--- src/rtl/div.sv ---
// rtl/div.sv - 32-bit signed/unsigned radix-2 restoring divider with annul support
module div (
    input  logic        clk,
    input  logic        rst,
    input  logic        signed_div_i,
    input  logic [31:0] opdata1_i,
    input  logic [31:0] opdata2_i,
    input  logic        start_i,
    input  logic        annul_i,
    output logic [63:0] result_o,
    output logic        ready_o
);

    localparam logic DivStart          = 1'b1;
    localparam logic DivStop           = 1'b0;
    localparam logic DivResultReady    = 1'b1;
    localparam logic DivResultNotReady = 1'b0;

    typedef enum logic [1:0] {FREE, BYZERO, ON, END} state_t;

    state_t      state, state_nxt;
    logic [5:0]  cnt;
    logic [64:0] acc;
    logic [31:0] dvs;
    logic [31:0] dvd_raw;
    logic        neg_quo;
    logic        neg_rem;
    logic        by_zero;

    logic        accept;
    logic        is_zero;
    logic        is_ovf;
    logic [31:0] mag1;
    logic [31:0] mag2;
    logic        trial_ge;
    logic [31:0] diff;
    logic [31:0] quo_fix;
    logic [31:0] rem_fix;

    assign accept  = (start_i == DivStart) && !annul_i;
    assign is_zero = (opdata2_i == 32'd0);
    assign is_ovf  = signed_div_i && (opdata1_i == 32'h8000_0000) && (opdata2_i == 32'hFFFF_FFFF);
    assign mag1    = (signed_div_i && opdata1_i[31]) ? (~opdata1_i + 32'd1) : opdata1_i;
    assign mag2    = (signed_div_i && opdata2_i[31]) ? (~opdata2_i + 32'd1) : opdata2_i;

    // The shifted partial remainder acc[64:32] is 33 bits wide, so divisors
    // above 2^31 still compare correctly; on success the difference fits in 32.
    assign trial_ge = acc[64:32] >= {1'b0, dvs};
    assign diff     = acc[63:32] - dvs;

    assign quo_fix = neg_quo ? (~acc[31:0] + 32'd1) : acc[31:0];
    assign rem_fix = neg_rem ? (~acc[64:33] + 32'd1) : acc[64:33];

    always_ff @(posedge clk) begin
        if (rst) begin
            state <= FREE;
        end else begin
            state <= state_nxt;
        end
    end

    always_comb begin
        state_nxt = state;
        case (state)
            FREE: begin
                if (accept) begin
                    state_nxt = (is_zero || is_ovf) ? BYZERO : ON;
                end
            end
            BYZERO: state_nxt = annul_i ? FREE : END;
            ON: begin
                if (annul_i) begin
                    state_nxt = FREE;
                end else if (cnt == 6'd32) begin
                    state_nxt = END;
                end
            end
            END: begin
                if (start_i == DivStop) begin
                    state_nxt = FREE;
                end
            end
            default: state_nxt = FREE;
        endcase
    end

    always_ff @(posedge clk) begin
        if (rst) begin
            cnt      <= 6'd0;
            acc      <= 65'd0;
            dvs      <= 32'd0;
            dvd_raw  <= 32'd0;
            neg_quo  <= 1'b0;
            neg_rem  <= 1'b0;
            by_zero  <= 1'b0;
            ready_o  <= DivResultNotReady;
            result_o <= 64'd0;
        end else begin
            case (state)
                FREE: begin
                    ready_o  <= DivResultNotReady;
                    result_o <= 64'd0;
                    if (accept) begin
                        cnt     <= 6'd0;
                        acc     <= {32'd0, mag1, 1'b0};
                        dvs     <= mag2;
                        dvd_raw <= opdata1_i;
                        neg_quo <= signed_div_i && (opdata1_i[31] ^ opdata2_i[31]);
                        neg_rem <= signed_div_i && opdata1_i[31];
                        by_zero <= is_zero;
                    end
                end
                BYZERO: begin
                    if (annul_i) begin
                        ready_o  <= DivResultNotReady;
                        result_o <= 64'd0;
                    end else begin
                        ready_o  <= DivResultReady;
                        result_o <= by_zero ? {dvd_raw, 32'hFFFF_FFFF} : {32'd0, 32'h8000_0000};
                    end
                end
                ON: begin
                    if (annul_i) begin
                        cnt      <= 6'd0;
                        ready_o  <= DivResultNotReady;
                        result_o <= 64'd0;
                    end else if (cnt != 6'd32) begin
                        acc <= trial_ge ? {diff, acc[31:0], 1'b1} : {acc[63:0], 1'b0};
                        cnt <= cnt + 6'd1;
                    end else begin
                        cnt      <= 6'd0;
                        ready_o  <= DivResultReady;
                        result_o <= {rem_fix, quo_fix};
                    end
                end
                END: begin
                    if (start_i == DivStop) begin
                        ready_o  <= DivResultNotReady;
                        result_o <= 64'd0;
                    end
                end
                default: begin
                    ready_o  <= DivResultNotReady;
                    result_o <= 64'd0;
                end
            endcase
        end
    end

endmodule

--- config.mk ---
export PLATFORM = sky130hd
export DESIGN_NAME = div
export DESIGN_NICKNAME = d
export VERILOG_FILES = /design/src/rtl/div.sv
export SDC_FILE = /design/constraint.sdc
export NUM_CORES = 1
export LEC_CHECK = 0
export ABC_AREA = 1
export BUFFER_PORTS_ARGS = -buffer_cell sky130_fd_sc_hd__buf_4
export CAP_MARGIN = 30
export CORE_MARGIN = 2
export CORE_UTILIZATION = 45
export DETAILED_ROUTE_END_ITERATION = 6
export SYNTH_ARGS = -nofsm -noshare
export SYNTH_HDL_FRONTEND = slang
export SYNTH_SLANG_ARGS = --single-unit
--- constraint.sdc ---
create_clock -name clk -period 2.1 [get_ports clk]
set_input_delay 0.63 -clock clk [delete_from_list [all_inputs] [get_ports clk]]
set_output_delay 0.63 -clock clk [all_outputs]
set_load 0.005 [all_outputs]
; ---- Word-level counts from Yosys, hierarchy flattened
; Index checks and enable logic that the tools add are counted.
[word_totals]
register_bits = 205
inputBits = 69
[classes]
add_sub_neg = 6
order_cmp = 1
n_eq_ne = 13
muxes = 31
bitwise = 5
n_reduce_logical = 16
[op_table]
columns = cell, n
row1 = 64-bit 2-to-1 mux, 5
row2 = 65-bit 2-to-1 mux, 4
row3 = 64-bit one-hot mux with 4 select lines, 1
row4 = 65-bit one-hot mux with 2 select lines, 1
row5 = 32-bit by 1-bit adder with 32-bit output (second input constant), 4
row6 = 32-bit 2-to-1 mux, 4
row7 = 32-bit NOT, 4
row8 = 32-bit equality test (second input constant), 2
row9 = 33-bit by 32-bit greater-or-equal comparator with 1-bit output, 1
row10 = 32-bit zero test, 1
row11 = 32-bit subtractor, 1
row12 = 6-bit 2-to-1 mux, 3
row13 = 2-bit 2-to-1 mux, 6
row14 = 6-bit one-hot mux with 2 select lines, 1
row15 = 2-bit inequality test (second input constant), 4
row16 = 2-bit one-hot mux with 4 select lines, 1
row17 = 6-bit by 1-bit adder with 6-bit output (second input constant), 1
row18 = 6-bit equality test (second input constant), 1
row19 = 1-bit logical AND, 6
row20 = 3-bit inequality test (second input constant), 2
row21 = 6-bit inequality test (second input constant), 1
row22 = 2-bit AND reduction, 3
row23 = 2-bit equality test (second input constant), 2
row24 = 1-bit 2-to-1 mux, 4
row25 = 9 further kinds, 9

; ---- Logic depth before layout (Yosys ltp)
[depth]
word_depth = 7
mapped_depth = 16
mapped_depth_nobuf = 16

; ---- Worst setup path before layout
; Ideal clock, no wire load.
[synth_path]
path_kind = input to register
from = input port opdata2_i[0]
to = register dvs[26]
setup_time_ns = 0.113
arrival_time_ns = 1.851
required_ns = 1.987
slack_ns = 0.136
path_stages = 10
n_path_buf = 0
cell_sequence = inv_1 -> ha_1 -> nand3_1 -> nor2_1 -> nand3_1 -> o21ai_2 -> o21ai_1 -> xor2_1 -> o21ai_1 -> inv_1
[synth_between]
elab_chain_cells = 3
[synth_rtl]
columns = element, line_no
row1 = start: declaration, 7  ; input logic [31:0] opdata2_i,
row2 = 32-bit NOT, 44  ; assign mag2 = (signed_div_i && opdata2_i[31]) ? (~opdata2_i + 32'd1) : opdata2_i;
row3 = 32-bit by 1-bit adder with 32-bit output, 44
row4 = 32-bit 2-to-1 mux, 44
row5 = end signal: assignment, 106  ; dvs <= mag2;
row6 = end: declaration, 24  ; logic [31:0] dvs;
; Every way passes these cells.
; A chain may end at the register's enable or synchronous reset.

; ---- Final worst setup path
[layout_path]
from = register dvs[8]
to = register acc[62]
[layout_between]
elab_chain_cells = 5
elab_cells_between_ends = 6
classes_between = 1 x add/sub / 1 x order compare / 4 x mux
[layout_rtl]
columns = element, line_no
row1 = 32-bit subtractor / 33-bit by 32-bit greater-or-equal comparator with 1-bit output (equally long branches), "49, 48"
row2 = 65-bit 2-to-1 mux (*), 128  ; acc <= trial_ge ? {diff, acc[31:0], 1'b1} : {acc[63:0], 1'b0};
row3 = 65-bit 2-to-1 mux (*), 127  ; end else if (cnt != 6'd32) begin
row4 = 65-bit 2-to-1 mux (*), 123  ; if (annul_i) begin
row5 = 65-bit one-hot mux with 2 select lines (*), 99  ; case (state)
row6 = end signal: assignment, 105  ; acc <= {32'd0, mag1, 1'b0};
row7 = end signal: assignment, 128
row8 = end: declaration, 23  ; logic [64:0] acc;
; Mark *: on every way between the ends. The rest lies on a longest branch, timed or not. The select of a mux whose other input is x is not followed.

==> flow_metrics.py <==
metrics = {
    "outcome": {
        "status": "finished with violations",
        "failed_checks": "negative setup slack",
    },
    "timing": {
        "finalWorstSetupSlack_ns": -0.0238,
        "fmax_mhz": 471,
        "period_share": 1.01,
        "tightest_slew_ns": 0.719,
        "finalHoldWorstSlack_ns": 0.377,
        "max-slew-margin-rel": 0.520,
        "drv_slew": 0,
        "finalSetupViolations": 12,
        "finClkSkew_ns": 0.0216,
        "rsz0062_at_grt": "yes",
        "period_minus_slack_ns": 2.12,
        "hold_viol_final": 0,
    },
    "cts": {
        "clk_latency_ns": 0.56,
        "htree_num_levels": 1,
        "cts_made_buffers": 27,
        "path_clk_slew_ns": 0.06,
        "cts_sinks": 205,
        "clk_path_buf_depth": 3,
        "cts_hold_buf": 0,
        "cts_tree": "built",
        "root_buffer": "clkbuf_16",
    },
    "flow_run": {
        "max-cap-violations": 0,
    },
    "critical_path": {
        "crit_required_ns": 2.50,
        "setup.worst_path.start": "dvs[8]$_SDFFE_PP0P_",
        "cpPeakStageDelay_ns": 0.33,
        "cp-start-kind": "register",
        "end_kind": "register",
        "cp_common_cell": "nand2_2",
        "r2r_end": "acc[62]$_SDFFE_PP0P_",
        "reg2regPathDepth": 15,
        "arrival_ns": 2.52,
        "reg2reg_slack_ns": -0.02,
        "cp_cell_sequence": "inv_2 > ha_4 > nand2_2 > nor2_4 > nand2_2 > nor2_4 > nand2_2 > nand2_4 > nor2_8 > buf_12 > buf_12 > nand2_8 > nand3_2 > nand2_1 > a21oi_1",
        "crit_end": "acc[62]$_SDFFE_PP0P_",
        "critPathKind": "reg2reg",
        "cpMaxStageDelayCell": "dfxtp_2",
        "path_max_fanout": 8,
        "reg2reg_from": "dvs[8]$_SDFFE_PP0P_",
    },
    "logic_synthesis": {
        "syn_nets": 2595,
        "synthFlopType": "dfxtp_1",
        "synth_seq_area_share": 0.275,
        "yosysWarnings": 0,
        "ys_ff_latch": 205,
        "async_flop_share": 0,
        "ys_types": 55,
        "syn_inst": 2481,
        "synth_edf_count": 0,
        "synth_top_cells_by_area": "dfxtp_1, nand2_1, a21oi_1, inv_1, nand3_1",
        "syn_area_per_cell_um2": 6.02,
        "syn-cell-area_mm2": 0.0149,
        "yosysTopAreaCellShare": 0.275,
        "yosysTopAreaCell": "dfxtp_1",
    },
    "grt": {
        "grt_max_degree": 132,
        "grt_antenna_before_repair": 0,
        "grt_pass1_wl_mm": 88.2,
        "grt_overflow_total": 0,
        "grtUsageTotal": 0.327,
        "grt_pass1_vias": 15900,
    },
    "floorplan": {
        "die_w_um": 186,
        "start_util": 0.458,
        "die-area_mm2": 0.0346,
        "pin_count": 134,
        "dieHeight_um": 186,
        "core_mm2": 0.0326,
        "rows": 66,
    },
    "cells_and_area": {
        "fillers": 3120,
        "syn_to_final_growth_pct": 40.9,
        "fin_cells": 3335,
        "antenna_cells": 0,
        "layout.nets": 2989,
        "layout_common_cells": "nand2_1, buf_4, a21oi_1",
        "register_area_mm2": 0.00417,
        "multiInputGateArea_mm2": 0.0103,
        "final_common_cell": "nand2_1",
        "drive_above_1_share": 0.298,
    },
    "placement": {
        "gp_congestion": 1.01,
        "portBuffers": 133,
        "hpwl_mm": 43.8,
        "place_inst": 3238,
    },
    "drt": {
        "vias_per_cell": 5.38,
        "detail_route.first_pass.iterations": 6,
        "dr.first_iter.drc_count": 1628,
        "vias": 18000,
        "antenna_left": 0,
        "drcViolationCount": 0,
        "wl_mm": 59.5,
        "wire_per_inst_um": 17.8,
    },
    "pwr": {
        "leakage_nw": 9.96,
        "power_mw": 23.0,
        "p_per_area_mw_per_mm2": 1090,
        "ir_drop_v": 0.000751,
    },
    "worst_hold_path": {
        "hold_path.class": "in2reg",
    },
}
-- critical path: cells and delay by family (launching register included) --
kind                     cells  cell delay, ns
adder cells (fa/ha/maj)      1            0.30
flip-flops                   1            0.33
AND/OR/NAND/NOR             10            0.96
AO/OA/AOI/OAI                1            0.05
buffers and inverters        3            0.32
-- how the worst min path moves through the flow --
stage / startpoint / endpoint / slack (ns) / cells past startpoint
3_3_place_gp: result_o[36]$_SDFFE_PP0P_ / result_o[36]$_SDFFE_PP0P_ / 0.45 / 2
4_1_cts: opdata1_i[31] / dvd_raw[31]$_SDFFE_PP0P_ / 0.37 / 3
3_5_place_dp: result_o[50]$_SDFFE_PP0P_ / result_o[50]$_SDFFE_PP0P_ / 0.46 / 2
6_report: opdata1_i[31] / dvd_raw[31]$_SDFFE_PP0P_ / 0.38 / 3
2_1_floorplan: dvs[31]$_SDFFE_PP0P_ / dvs[31]$_SDFFE_PP0P_ / 0.45 / 2
5_1_grt: opdata2_i[22] / dvs[22]$_SDFFE_PP0P_ / 0.41 / 3
-- final cells by class --
class / count / share of cell area
Multi-Input combinational cell: 1865 / 0.491
Sequential cell: 205 / 0.198
Timing Repair Buffer: 460 / 0.185
Inverter: 316 / 0.0578
Clock buffer: 37 / 0.0349
Tap cell: 442 / 0.0263
Clock inverter: 10 / 0.00708
-- metrics by stage --
stage / TNS, ns / cell area, um^2 / setup slack, ns / utilization
3_3_place_gp: -10.16 / 18300 / -0.319 / 0.560
5_1_grt: -1.15 / 21000 / -0.108 / 0.645
4_1_cts: -0.000688 / 20000 / -0.000381 / 0.614
6_report: -0.0954 / 21000 / -0.0238 / 0.645
3_5_place_dp: -10.50 / 18300 / -0.346 / 0.560
2_1_floorplan: 0 / 14900 / 0.136 / -
-- cells in the mapped netlist, types with 3 or more instances --
cell type,number
o211ai_1,9
nand3b_1,6
nand3_2,18
nand2_1,768
nor2_1,181
buf_1,7
nor3_2,3
nor2_4,6
nor3_1,34
o21ai_1,18
nor3b_1,3
clkbuf_1,46
ha_1,44
buf_6,8
buf_4,12
inv_2,13
xnor2_1,17
or2_2,6
a21oi_2,15
nor4_1,3
a21oi_1,263
dfxtp_1,205
o221ai_1,7
nand2_4,4
nor2_2,16
o21ai_0,161
nand4_1,37
and2_1,3
nand2_2,23
buf_2,28
nand3_1,167
inv_1,302
xor2_1,21
-- report_power, final --
part	switching (mW)	internal [mW]	leakage (nW)
clock network	1.84	2.81	0.425
registers	0.656	4.53	1.69
logic	7.94	5.21	7.85
-- state kept, by name, summed over array words and instances, names as in the netlist --
name / cells
ready_o: 1
neg_rem: 1
neg_quo: 1
dvs: 32
state: 2
by_zero: 1
result_o: 64
acc: 65
cnt: 6
dvd_raw: 32
-- metal layers --
layer,share of wire,vias up,GRT usage
met3,0.083,101,0.0405
li1,-,8817,-
met1,0.48,8332,0.506
met2,0.42,706,0.481
met5,0,-,0
met4,0.022,0,0.0649
-- logic make-up (layout without fill, tap and decap cells) --
kind of cell,count (synthesis),in the layout,share of synthesized area
DFF,205,205,0.275
AOI/OAI and AO/OA,491,491,0.176
adders and majority gates,45,45,0.0382
and+or+nand+nor,1285,1291,0.374
xor gates and xnor gates,38,38,0.0223
buffers and inverters,417,823,0.114
-- timing repair --
item                       4_1_cts  5_1_grt
pin swaps                       28       89
setup endpoints to repair       33       97
gates cloned                    10        4
resized for setup              115      232
buffers inserted                14       23
Note: power is estimated with default switching activity, not from simulation.
